[src/rtl/uart_pkg.sv]
// Shared UART definitions: transmitter FSM encoding and default link constants.
// Used by both the transmit and receive paths so the two ends agree on line rate.
package uart_pkg;

   localparam int DEF_CLK_FREQ = 27_000_000;
   localparam int DEF_BAUD     = 115_200;

   typedef enum logic [2:0] {
      ST_IDLE   = 3'd0,
      ST_START  = 3'd1,
      ST_DATA   = 3'd2,
      ST_STOP   = 3'd3,
      ST_PARITY = 3'd4
   } tx_state_e;

endpackage

[src/rtl/sync_fifo.sv]
// Generic synchronous FIFO, power-of-two DEPTH, head word visible on pop_dat.
// Latency: a pushed word is poppable on the next edge; simultaneous push/pop keeps count.
// Backpressure: push is ignored when full, pop is ignored when empty; no bypass.
module sync_fifo #(
   parameter int WIDTH = 8,
   parameter int DEPTH = 4
) (
   input  logic                     clk,
   input  logic                     rst,
   input  logic                     push,
   input  logic [WIDTH-1:0]         push_dat,
   input  logic                     pop,
   output logic [WIDTH-1:0]         pop_dat,
   output logic                     full,
   output logic                     empty,
   output logic [$clog2(DEPTH):0]   count
);

   localparam int PW = $clog2(DEPTH);
   localparam int CW = PW + 1;

   logic [WIDTH-1:0] mem_q [DEPTH];
   logic [PW-1:0]    wptr_q, wptr_d;
   logic [PW-1:0]    rptr_q, rptr_d;
   logic [CW-1:0]    count_q, count_d;
   logic             do_push, do_pop;

   assign full    = (count_q == CW'(DEPTH));
   assign empty   = (count_q == '0);
   assign count   = count_q;
   assign pop_dat = mem_q[rptr_q];
   assign do_push = push && !full;
   assign do_pop  = pop && !empty;

   // Pointers wrap naturally because DEPTH is a power of two.
   always_comb begin
      wptr_d  = wptr_q;
      rptr_d  = rptr_q;
      count_d = count_q;
      if (do_push) wptr_d = wptr_q + PW'(1);
      if (do_pop)  rptr_d = rptr_q + PW'(1);
      case ({do_push, do_pop})
         2'b10:   count_d = count_q + CW'(1);
         2'b01:   count_d = count_q - CW'(1);
         default: count_d = count_q;
      endcase
   end

   always_ff @(posedge clk) begin
      if (rst) begin
         wptr_q  <= '0;
         rptr_q  <= '0;
         count_q <= '0;
      end else begin
         wptr_q  <= wptr_d;
         rptr_q  <= rptr_d;
         count_q <= count_d;
      end
   end

   always_ff @(posedge clk) begin
      if (do_push) mem_q[wptr_q] <= push_dat;
   end

endmodule

[src/rtl/uart_tx_fifo.sv]
// UART transmitter (8N1, or 8E1 with UART_TX_PARITY_EN) fed by a byte FIFO.
// Latency: byte into empty FIFO while idle -> start bit on the next edge; back-to-back frames.
// Backpressure: tx_ready drops while the FIFO is full, independent of tx_valid and of pops.
module uart_tx_fifo
   import uart_pkg::*;
#(
   parameter int CLK_FREQ   = DEF_CLK_FREQ,
   parameter int BAUD       = DEF_BAUD,
   parameter int FIFO_DEPTH = 4
) (
   input  logic                          clk,
   input  logic                          rst,
   input  logic [7:0]                    tx_data,
   input  logic                          tx_valid,
   output logic                          tx_ready,
   output logic                          uart_tx,
   output logic                          busy,
   output logic [$clog2(FIFO_DEPTH):0]   fifo_count
);

   localparam int BAUD_CNT = CLK_FREQ / BAUD;
   localparam int CNT_W    = (BAUD_CNT > 1) ? $clog2(BAUD_CNT) : 1;
   localparam logic [CNT_W-1:0] BAUD_LAST = CNT_W'(BAUD_CNT - 1);

   logic       fifo_pop, fifo_full, fifo_empty;
   logic [7:0] fifo_dat;

   tx_state_e        state_q, state_d;
   logic [CNT_W-1:0] baud_q, baud_d;
   logic [2:0]       bit_idx_q, bit_idx_d;
   logic [7:0]       shift_q, shift_d;
   logic             tx_q, tx_d;
   logic             bit_end;
`ifdef UART_TX_PARITY_EN
   logic             par_q, par_d;
`endif

   sync_fifo #(
      .WIDTH (8),
      .DEPTH (FIFO_DEPTH)
   ) u_fifo (
      .clk      (clk),
      .rst      (rst),
      .push     (tx_valid && tx_ready),
      .push_dat (tx_data),
      .pop      (fifo_pop),
      .pop_dat  (fifo_dat),
      .full     (fifo_full),
      .empty    (fifo_empty),
      .count    (fifo_count)
   );

   assign tx_ready = !fifo_full;
   assign uart_tx  = tx_q;
   assign busy     = (state_q != ST_IDLE) || !fifo_empty;
   assign bit_end  = (baud_q == BAUD_LAST);

   always_comb begin
      state_d   = state_q;
      baud_d    = bit_end ? '0 : baud_q + CNT_W'(1);
      bit_idx_d = bit_idx_q;
      shift_d   = shift_q;
      tx_d      = tx_q;
      fifo_pop  = 1'b0;
`ifdef UART_TX_PARITY_EN
      par_d     = par_q;
`endif
      case (state_q)
         ST_IDLE: begin
            tx_d   = 1'b1;
            baud_d = '0;
            if (!fifo_empty) begin
               fifo_pop = 1'b1;
               shift_d  = fifo_dat;
`ifdef UART_TX_PARITY_EN
               par_d    = ^fifo_dat;
`endif
               tx_d     = 1'b0;
               state_d  = ST_START;
            end
         end
         ST_START: begin
            if (bit_end) begin
               tx_d      = shift_q[0];
               bit_idx_d = 3'd0;
               state_d   = ST_DATA;
            end
         end
         ST_DATA: begin
            if (bit_end) begin
               if (bit_idx_q == 3'd7) begin
`ifdef UART_TX_PARITY_EN
                  tx_d    = par_q;
                  state_d = ST_PARITY;
`else
                  tx_d    = 1'b1;
                  state_d = ST_STOP;
`endif
               end else begin
                  shift_d   = {1'b0, shift_q[7:1]};
                  tx_d      = shift_q[1];
                  bit_idx_d = bit_idx_q + 3'd1;
               end
            end
         end
`ifdef UART_TX_PARITY_EN
         ST_PARITY: begin
            if (bit_end) begin
               tx_d    = 1'b1;
               state_d = ST_STOP;
            end
         end
`endif
         ST_STOP: begin
            // Chaining straight into the next start bit keeps bursts gap-free.
            if (bit_end) begin
               if (!fifo_empty) begin
                  fifo_pop = 1'b1;
                  shift_d  = fifo_dat;
`ifdef UART_TX_PARITY_EN
                  par_d    = ^fifo_dat;
`endif
                  tx_d     = 1'b0;
                  state_d  = ST_START;
               end else begin
                  tx_d    = 1'b1;
                  state_d = ST_IDLE;
               end
            end
         end
         default: begin
            tx_d    = 1'b1;
            baud_d  = '0;
            state_d = ST_IDLE;
         end
      endcase
   end

   always_ff @(posedge clk) begin
      if (rst) begin
         state_q   <= ST_IDLE;
         baud_q    <= '0;
         bit_idx_q <= '0;
         shift_q   <= '0;
         tx_q      <= 1'b1;
`ifdef UART_TX_PARITY_EN
         par_q     <= 1'b0;
`endif
      end else begin
         state_q   <= state_d;
         baud_q    <= baud_d;
         bit_idx_q <= bit_idx_d;
         shift_q   <= shift_d;
         tx_q      <= tx_d;
`ifdef UART_TX_PARITY_EN
         par_q     <= par_d;
`endif
      end
   end

endmodule

[config.mk]
export PLATFORM = sky130hd
export DESIGN_NAME = uart_tx_fifo
export DESIGN_NICKNAME = d
export VERILOG_FILES = /design/src/rtl/uart_pkg.sv /design/src/rtl/sync_fifo.sv /design/src/rtl/uart_tx_fifo.sv
export SDC_FILE = /design/constraint.sdc
export NUM_CORES = 1
export LEC_CHECK = 0
export BUFFER_PORTS_ARGS = -buffer_cell sky130_fd_sc_hd__buf_2
export CELL_PAD_IN_SITES_DETAIL_PLACEMENT = 0
export CELL_PAD_IN_SITES_GLOBAL_PLACEMENT = 2
export CORE_UTILIZATION = 35
export DETAILED_ROUTE_END_ITERATION = 12
export PLACE_DENSITY = 0.77
export SYNTH_ARGS = -nofsm -noshare
export SYNTH_HDL_FRONTEND = slang
export SYNTH_HIERARCHICAL = 1
export SYNTH_SLANG_ARGS = --single-unit
[constraint.sdc]
create_clock -name clk -period 4.3 [get_ports clk]
set_input_delay 0 -clock clk [delete_from_list [all_inputs] [get_ports clk]]
set_output_delay 0 -clock clk [all_outputs]
set_load 0.05 [all_outputs]
Word-level counts from Yosys, hierarchy flattened --
Memories as Yosys holds them, arrays and structs flattened. A register that Yosys moved wholly into a read port is not among the register bits. Index checks and enable logic that the tools add are counted.
Storage, ports and cells: bits of input ports 11, memories kept 1, bits in registers 30, output and inout bits 6, word-level logic and storage cells 78, memory bits (writable) 32
Operators by class: bitwise logic cells 1, reductions and logical operators 18, add/sub/neg operators 6, muxes and demuxes 30, eq/ne operators 14
Memory list:
- u_fifo.mem_q | words 4, bits a word 8, rd ports 1, clocked after memory_dff 1, wr ports 1, RTL line sync_fifo.sv:22 | logic [WIDTH-1:0] mem_q [DEPTH];
Operators by type and width (count):
- $mux W8 | 4
- $mux W3 | 8
- $pmux W8 S3 | 1
- $ne A2 B2 Y1 const B | 6
- $pmux W3 S2 | 2
- $pmux W3 S4 | 1
- $mux W1 | 10
- $add A8 B1 Y8 const B | 1
- $eq A8 B8 Y1 const B | 1
- $reduce_and A4 Y1 | 2
- $add A3 B1 Y3 const B | 2
- $eq A3 B2 Y1 const B | 2
- $eq A3 B3 Y1 const B | 2
- $logic_not A3 Y1 | 2
- $reduce_bool A3 Y1 | 2
- $reduce_or A3 Y1 | 2
- $reduce_and A5 Y1 | 1
- $add A2 B1 Y2 const B | 2
- $mux W2 | 2
- $pmux W1 S4 | 1
- $reduce_bool A2 Y1 | 2
- $eq A3 B1 Y1 const B | 1
- $logic_and A1 B1 Y1 | 3
- $reduce_and A3 Y1 | 1
- 7 further kinds | 8

Logic depth before layout (Yosys ltp) --
Gate-level depths: netlist of run 1.
depth after elaboration 7, mapped depth 14, depth with buffers taken out 14

Hierarchy --
Netlist of run 1, hierarchy kept.
Modules (own cells, without submodules):
- sync_fifo | instances 1, cells each 96, seq. area each 1141.1 um^2, area an instance 1635.3 um^2
- uart_tx_fifo | instances 1, cells each 125, seq. area each 440.4 um^2, area an instance 1206.2 um^2

Worst setup path before layout of run 1 --
Ideal clock, no wire load.
kind reg-to-reg, from reg u_fifo.count_q[0], in the netlist u_fifo/count[0], to reg u_fifo.count_q[2], in the netlist u_fifo/count[2], data arrival time 2507 ps, period minus slack after synthesis 2577 ps, setup time 70 ps, cell stages (with the launch flop) 11, setup slack 1723 ps, path through dfxtp_1 > nor3_2 > nor3_1 > o31ai_2 > inv_1 > ha_1 > inv_1 > fa_1 > xor2_1 > or3_1 > a21oi_1
Between the ends: longest elaborated chain between the ends 7, elaborated cells on any way between the ends 16, classes of those cells add/sub: 2; eq/ne: 3; mux: 4; reduce/logical: 7
RTL lines:
- from (decl) | RTL line sync_fifo.sv:25 | logic [CW-1:0] count_q, count_d;
- from (signal assigned) | RTL line sync_fifo.sv:57 | count_q <= count_d;
- $logic_not A3 Y1 (*) | RTL line sync_fifo.sv:29 | assign empty = (count_q == '0);
- via fifo_empty | RTL line uart_tx_fifo.sv:25 | logic fifo_pop, fifo_full, fifo_empty;
- $mux W1 (*) | RTL line uart_tx_fifo.sv:72, uart_tx_fifo.sv:117
- $mux W1 | RTL line uart_tx_fifo.sv:116 | if (bit_end) begin
- $pmux W1 S2 (*) | RTL line uart_tx_fifo.sv:68 | case (state_q)
- via fifo_pop | RTL line uart_tx_fifo.sv:25
- $logic_and A1 B1 Y1 (*) | RTL line sync_fifo.sv:33 | assign do_pop = pop && !empty;
- via u_fifo.do_pop | RTL line sync_fifo.sv:26 | logic do_push, do_pop;
- $eq A2 B1 Y1 / $eq A2 B2 Y1 (equally long branches) | RTL line sync_fifo.sv:42 | case ({do_push, do_pop})
- $pmux W3 S2 / $reduce_bool A2 Y1 (equally long branches)
Mark *: on every way through the listed nets, which the timed path passes. The rest lies on a longest branch. A chain may end at the register's enable or synchronous reset.

Final worst setup path of run 1 --
from reg baud_q[0], to reg u_fifo.count_q[2], in the netlist u_fifo/count[2]
Between the ends: longest elaborated chain between the ends 6, elaborated cells on any way between the ends 8, classes of those cells eq/ne: 3; mux: 3; reduce/logical: 2
RTL lines:
- from (decl) | RTL line uart_tx_fifo.sv:29 | logic [CNT_W-1:0] baud_q, baud_d;
- from (signal assigned) | RTL line uart_tx_fifo.sv:151 | baud_q <= baud_d;
- $eq A8 B8 Y1 (*) | RTL line uart_tx_fifo.sv:56 | assign bit_end = (baud_q == BAUD_LAST);
- $mux W1 (*) | RTL line uart_tx_fifo.sv:116
- $pmux W1 S2 (*) | RTL line uart_tx_fifo.sv:68
- via fifo_pop | RTL line uart_tx_fifo.sv:25
- $logic_and A1 B1 Y1 (*) | RTL line sync_fifo.sv:33
- via u_fifo.do_pop | RTL line sync_fifo.sv:26
- $eq A2 B1 Y1 / $eq A2 B2 Y1 (equally long branches) | RTL line sync_fifo.sv:42
- $pmux W3 S2 / $reduce_bool A2 Y1 (equally long branches)
Marked as above.

==> summary.md, run 1 <==
| Metric | Value |
|---|---|
| Status | completed |
| Slew Limit Headroom | 0.552 |
| Routed vias/inst | 4.68 |
| Fin. Hold Viols | 0 |
| Crit share post-route | 0.662 |
| Mapped Area | 2840 µm² |
| Worst hold path depth | 2 |
| Final Max Slew Viols | 0 |
| Initial Utilization | 0.364 |
| Reg2reg end | u_fifo/count[2] |
| Internal Power | 1.24 mW |
| Final worst slack | 1.45 ns |
| WP data required | 4.57 ns |
| Setup crit end kind | flip-flop |
| Slowest stage cell on the critical path | dfxtp_1 |
| WL final | 4720 µm |
| Sw Share | 0.383 |
| Hold Path Class | input port to flip-flop |
| CTS tree | done |
| Nets | 274 |
| Router iterations before antenna repair | 4 |
| Gate power share | 0.367 |
| Largest family of logic cells by synthesized area | simple AND/OR/NAND/NOR gates |
| Cts repair resizes | 0 |
| Synth Area in Simple Gates | 0.112 |
| RePlAce Congestion | 0.686 |
| Most numerous cell in the Yosys netlist | edfxtp_1 |
| Sw Pwr | 770 µW |
| Worst-Margin Slew | 0.672 ns |
| Maximum vdd drop | 0.243 mV |
| Placed Cells | 331 |
| Final setup TNS | 0 ns |
| Filler cells | 734 |
| Layout cells sized above 1 | 0.198 |
| Clk pin slew, worst setup/hold paths | 0.08 ns |
| Initial antenna violation count | 0 |
| Clock share of power | 0.230 |
| Startpoint Class | flip-flop |
| First-pass GRT wire length | 8110 µm |
| TritonCTS buffer count | 9 |
| Synth top cells by count | edfxtp_1, dfxtp_1, nor2_1 |
| Number of global-route vias before repair | 1,687 |
| Clock Sinks | 63 |
| Register-to-Register Setup Slack | 1.45 ns |
| R2R cell count | 13 |
| Total Routing Usage GR | 0.127 |
| EDFF count, synth | 32 |
| Clk_lat worst skew | 0.33 ns |
| Synth area leaders | edfxtp_1, dfxtp_1, mux4_2 |
| Synth Area in Compound Gates | 0.106 |
| Leading area contributor after synthesis | edfxtp_1 |
| Starting DRT DRC Count | 94 |
| Clk buf depth | 2 |
| Worst Skew | 0.00730 ns |
| Post-Synth XOR/XNOR Area | 0.0277 |
| ANT nets after route | 0 |
| Finished Layout Cells | 355 |
| Count of cell types in the netlist | 42 |
| Final Critical Period | 2.85 ns |
| Area of the core | 7810 µm² |
| CP arrival | 3.11 ns |
| Grt total ovfl | 0 |
| Worst r2r src | baud_q[0] |
| Die Area | 8480 µm² |
| Warnings, synthesis | 6 |
| Critical path class | flip-flop to flip-flop |
| Crit-path cells | ha_1 > nand3b_4 > nor2_1 > a21oi_1 > nor3_1 > o31ai_2 > inv_1 > ha_1 > inv_1 > fa_1 > xor2_1 > or3_1 > a21oi_1 |
| Via count | 1,662 |
| Launch point of the critical path | baud_q[0] |
| Worst Path Buf+Inv | 2 |
| Final core utilization | 0.417 |
| Root buf cell | clkbuf_8 |
| Setup bufs post-CTS | 0 |
| Share of the synthesized area in the top cell type | 0.338 |
| Mux share of post-synthesis cell area | 0.0951 |
| Die Ht | 92.1 µm |
| Syn nets | 247 |
| Final HPWL DP | 3210 µm |
| WL/cell | 13.3 µm |
| I/O pins | 17 |
| RSZ-0062 raised after global routing | no |
| Destination of the worst hold path | bit_idx_q[2] |
| IO Port Bufs | 16 |
| Pin count of the biggest net entering global routing | 26 |
| Hold path start | rst |
| CP top delay family | simple AND/OR/NAND/NOR gates |
| Diode count | 0 |
| FMAX | 0.351 GHz |
| Max Fanout on Critical Path | 5 |
| CTS H-tree lvls | 3 |
| Post-Synth Adder-Cell Area | 0.0687 |
| Die Wd | 92.1 µm |
| Cells after Synth | 221 |
| Seq/Total Area, Yosys | 0.557 |
| Syn Area/Cell | 12.9 µm² |
| CP peak stage delay | 0.40 ns |
| Final setup fails | 0 |
| Core Rows | 32 |
| Design Power | 2.01 mW |
| Max-Cap Viols | 0 |
| Post-synth top flop | edfxtp_1 |
| Power density over cell area | 616 nW/µm² |
| Area Growth Syn to Fin | 14.7% |
| Residual DRC | 0 |
| Sequential share of power | 0.403 |
| Pre-CTS setup slack | 1.45 ns |
| Flop and latch count out of synthesis | 63 |
| Synth async-reset ratio | 0 |
| P_leak | 1.20 nW |
[worst register-to-register path: cells and delay by family (launching register included)]
| family | cells | cell delay [ns] |
|---|---|---|
| AND/OR/NAND/NOR | 4 | 0.94 |
| adder cells (fa/ha/maj) | 3 | 0.76 |
| buffers and inverters | 2 | 0.14 |
| AO/OA/AOI/OAI | 3 | 0.40 |
| flip-flops | 1 | 0.40 |
| XOR/XNOR | 1 | 0.15 |
[layout by cell type, fill, tap and decap left out, types with 3 or more instances in the layout]
cell | Yosys | layout
a21oi_1 | 16 | 16
a311oi_1 | 6 | 6
and2_1 | 4 | 4
buf_2 | 3 | 16
clkbuf_8 | 0 | 9
dfxtp_1 | 31 | 31
dlygate4sd3_1 | 0 | 8
edfxtp_1 | 32 | 32
ha_1 | 14 | 14
inv_1 | 13 | 13
inv_6 | 0 | 3
mux2i_1 | 9 | 9
mux4_2 | 8 | 8
nand2_1 | 7 | 7
nand2b_1 | 6 | 6
nand3_1 | 4 | 4
nor2_1 | 20 | 20
o21ai_0 | 4 | 4
or3_1 | 4 | 4
xnor2_1 | 4 | 4
xor2_1 | 5 | 5
[power groups by stage]
stage	combinational (mW)	sequential [mW]	clock (mW)
global route	0.825	0.827	0.505
floorplan	0.609	0.839	0
detailed placement	0.738	0.826	0
global placement	0.744	0.825	0
finish	0.737	0.810	0.462
CTS	0.748	0.813	0.480
[sequential cells by signal, summed over array words and instances (netlist names), named ones only]
register	cells
baud_q	8
bit_idx_q	3
shift_q	8
state_q	2
u_fifo/count	3
u_fifo/mem_q	32
u_fifo/rptr_q	2
u_fifo/wptr_q	2
uart_tx	1
[routing by layer]
| layer | wire length (µm) | part of all wire | global-route usage | up-vias |
|---|---|---|---|---|
| met2 | 2230 | 0.47 | 0.198 | 18 |
| met3 | 132 | 0.028 | 0.0357 | 7 |
| met4 | 79 | 0.017 | 0.0625 | 0 |
| met1 | 2280 | 0.48 | 0.160 | 776 |
| li1 | - | - | - | 861 |
| met5 | 0 | 0 | 0 | - |
[final cells by class]
cell class	instances	area (µm²)	share of cell area
Clock buffer	9	124	0.0380
Clock inverter	7	55.1	0.0169
Inverter	13	48.8	0.0150
Multi-Input combinational cell	137	1160	0.357
Sequential cell	63	1580	0.485
Tap cell	102	128	0.0392
Timing Repair Buffer	24	160	0.0491
[per-stage QoR]
stage	hold WS [ns]	instance area, µm²
after floorplan	0.0721	2840
after global placement	0.214	3000
after detailed placement	0.225	3000
after CTS	0.0859	3260
after global routing	0.121	3260
final	0.0949	3260
[repair_timing]
item / CTS / global route
setup endpoints to repair: 0 / 0
hold buffers: 8 / 0
hold endpoints to repair: 32 / 0
[cell families (layout without fill, tap and decap cells)]
family	Yosys count	count (layout)
buffers and inverters	21	53
DFF	63	63
xor gates and xnor gates	9	9
and+or+nand+nor	56	56
muxes	17	17
AOI/OAI and AO/OA	40	40
adders and majority gates	15	15
[how the worst max path moves through the flow]
stage,endpoint,cells after the start
after floorplan,u_fifo/count[2],10
after global placement,u_fifo/count[2],13
after detailed placement,u_fifo/count[2],13
after CTS,u_fifo/count[2],13
after global routing,u_fifo/count[2],13
final,u_fifo/count[2],13
Note: power is estimated with default switching activity, not from simulation.
==> inputs of run 2 (changes only) <==
- clock period: 4.3 -> 2.85 ns (I/O delays scaled with it)
==> summary.md, run 2 (synthesis results as in run 1) <==
| Metric | Value |
|---|---|
| WP data required | 3.12 ns |
| Max Fanout on Critical Path | 5 |
| CTS tree | done |
| Routed vias/inst | 4.77 |
| I/O pins | 17 |
| Worst-Margin Slew | 0.562 ns |
| RePlAce Congestion | 0.686 |
| Hold Path Class | input port to flip-flop |
| Layout cells sized above 1 | 0.226 |
| Starting DRT DRC Count | 73 |
| Clk buf depth | 2 |
| Commonest cells after routing, fill and taps aside | edfxtp_1, dfxtp_1, nor2_1 |
| Die Area | 8480 µm² |
| Sw Pwr | 1.20 mW |
| Final Max Slew Viols | 0 |
| Area Growth Syn to Fin | 16.4% |
| Register-to-Register Setup Slack | 0.23 ns |
| Nets | 278 |
| Core Rows | 32 |
| Via count | 1,712 |
| Final Critical Period | 2.62 ns |
| Worst Skew | 0.00911 ns |
| ANT nets after route | 0 |
| CP arrival | 2.89 ns |
| Clk_lat worst skew | 0.34 ns |
| Sequential share of power | 0.396 |
| Status | completed |
| Grt total ovfl | 0 |
| WL/cell | 13.6 µm |
| Power density over cell area | 934 nW/µm² |
| Critical path class | flip-flop to flip-flop |
| Startpoint Class | flip-flop |
| Initial Utilization | 0.364 |
| Final HPWL DP | 3260 µm |
| Final worst slack | 0.233 ns |
| Design Power | 3.09 mW |
| Filler cells | 741 |
| IO Port Bufs | 16 |
| Total Routing Usage GR | 0.127 |
| Router iterations before antenna repair | 4 |
| Commonest non-fill, non-tap cell in the layout | edfxtp_1 |
| Gate power share | 0.378 |
| TritonCTS buffer count | 9 |
| P_leak | 1.22 nW |
| Biggest regs | u_fifo/mem_q (32), baud_q (8), shift_q (8) |
| Die Ht | 92.1 µm |
| Crit share post-route | 0.918 |
| Initial antenna violation count | 0 |
| Maximum vdd drop | 0.338 mV |
| FMAX | 0.382 GHz |
| Fin. Hold Viols | 0 |
| Max-Cap Viols | 0 |
| Diode count | 0 |
| Die Wd | 92.1 µm |
| Pin count of the biggest net entering global routing | 26 |
| Residual DRC | 0 |
| Clock Sinks | 63 |
| Slew Limit Headroom | 0.625 |
| Final setup fails | 0 |
| First-pass GRT wire length | 8090 µm |
| Largest register FFs | 32 |
| Largest Register | u_fifo/mem_q |
| RSZ-0062 raised after global routing | no |
| Clk pin slew, worst setup/hold paths | 0.08 ns |
| Internal Power | 1.90 mW |
| Root buf cell | clkbuf_8 |
| Sw Share | 0.387 |
| WL final | 4870 µm |
| Pre-CTS setup slack | 0.168 ns |
| Number of global-route vias before repair | 1,666 |
| Final setup TNS | 0 ns |
| Clock share of power | 0.226 |
| Area of the core | 7810 µm² |
| CTS H-tree lvls | 3 |
| Setup crit end kind | flip-flop |
## run 2: routing by layer
layer,vias to the layer above,track usage,part of all wire,wire length [µm]
li1,873,-,-,-
met1,802,0.163,0.49,2400
met2,25,0.195,0.46,2250
met3,12,0.0323,0.022,109
met4,0,0.0664,0.022,107
met5,-,0,0,0
## run 2: critical path: stages, from the launching register on
cell	delay, ns
dfxtp_1	0.34
inv_1	0.06
ha_1	0.18
nand3b_4	0.13
nor2_4	0.13
a21oi_1	0.09
nor3_2	0.24
o31ai_2	0.12
inv_1	0.07
ha_2	0.17
inv_1	0.05
fa_1	0.37
xor2_1	0.16
or3_1	0.32
a21oi_2	0.13
## run 2: power by group through the flow
stage	sequential (mW)	combinational, mW	clock, mW
after global routing	1.25	1.30	0.770
after CTS	1.23	1.16	0.730
after detailed placement	1.25	1.14	0
final	1.22	1.17	0.699
after global placement	1.24	1.15	0
after floorplan	1.27	0.919	0
## run 2: final cells by class
cell class,count,area (µm²),share of cell area
Sequential cell,63,1580,0.478
Multi-Input combinational cell,137,1180,0.357
Timing Repair Buffer,28,190,0.0575
Tap cell,102,128,0.0386
Clock buffer,9,124,0.0374
Clock inverter,7,55.1,0.0166
Inverter,13,48.8,0.0148
## run 2: final timing paths
path,startpoint,endpoint,depth (start not counted)
max,baud_q[1],u_fifo/count[2],14
min,rst,bit_idx_q[2],2
max reg2reg,baud_q[1],u_fifo/count[2],14
min reg2reg,bit_idx_q[0],bit_idx_q[0],2
## run 2: repair_timing
item | in CTS | in global routing
hold buffers | 8 | 0
endpoints found under the hold margin | 32 | 0
resized for setup | 0 | 5
setup endpoints to repair | 0 | 1
setup buffers | 0 | 1
## run 2: metrics by stage
step | hold slack (ns) | instance area, µm² | utilization | cells
after global routing | 0.106 | 3310 | 0.424 | 359
after CTS | 0.0901 | 3280 | 0.420 | 358
after global placement | 0.214 | 3020 | 0.387 | 334
final | 0.0975 | 3310 | 0.424 | 359
after detailed placement | 0.223 | 3020 | 0.387 | 334
after floorplan | 0.0721 | 2840 | - | 221
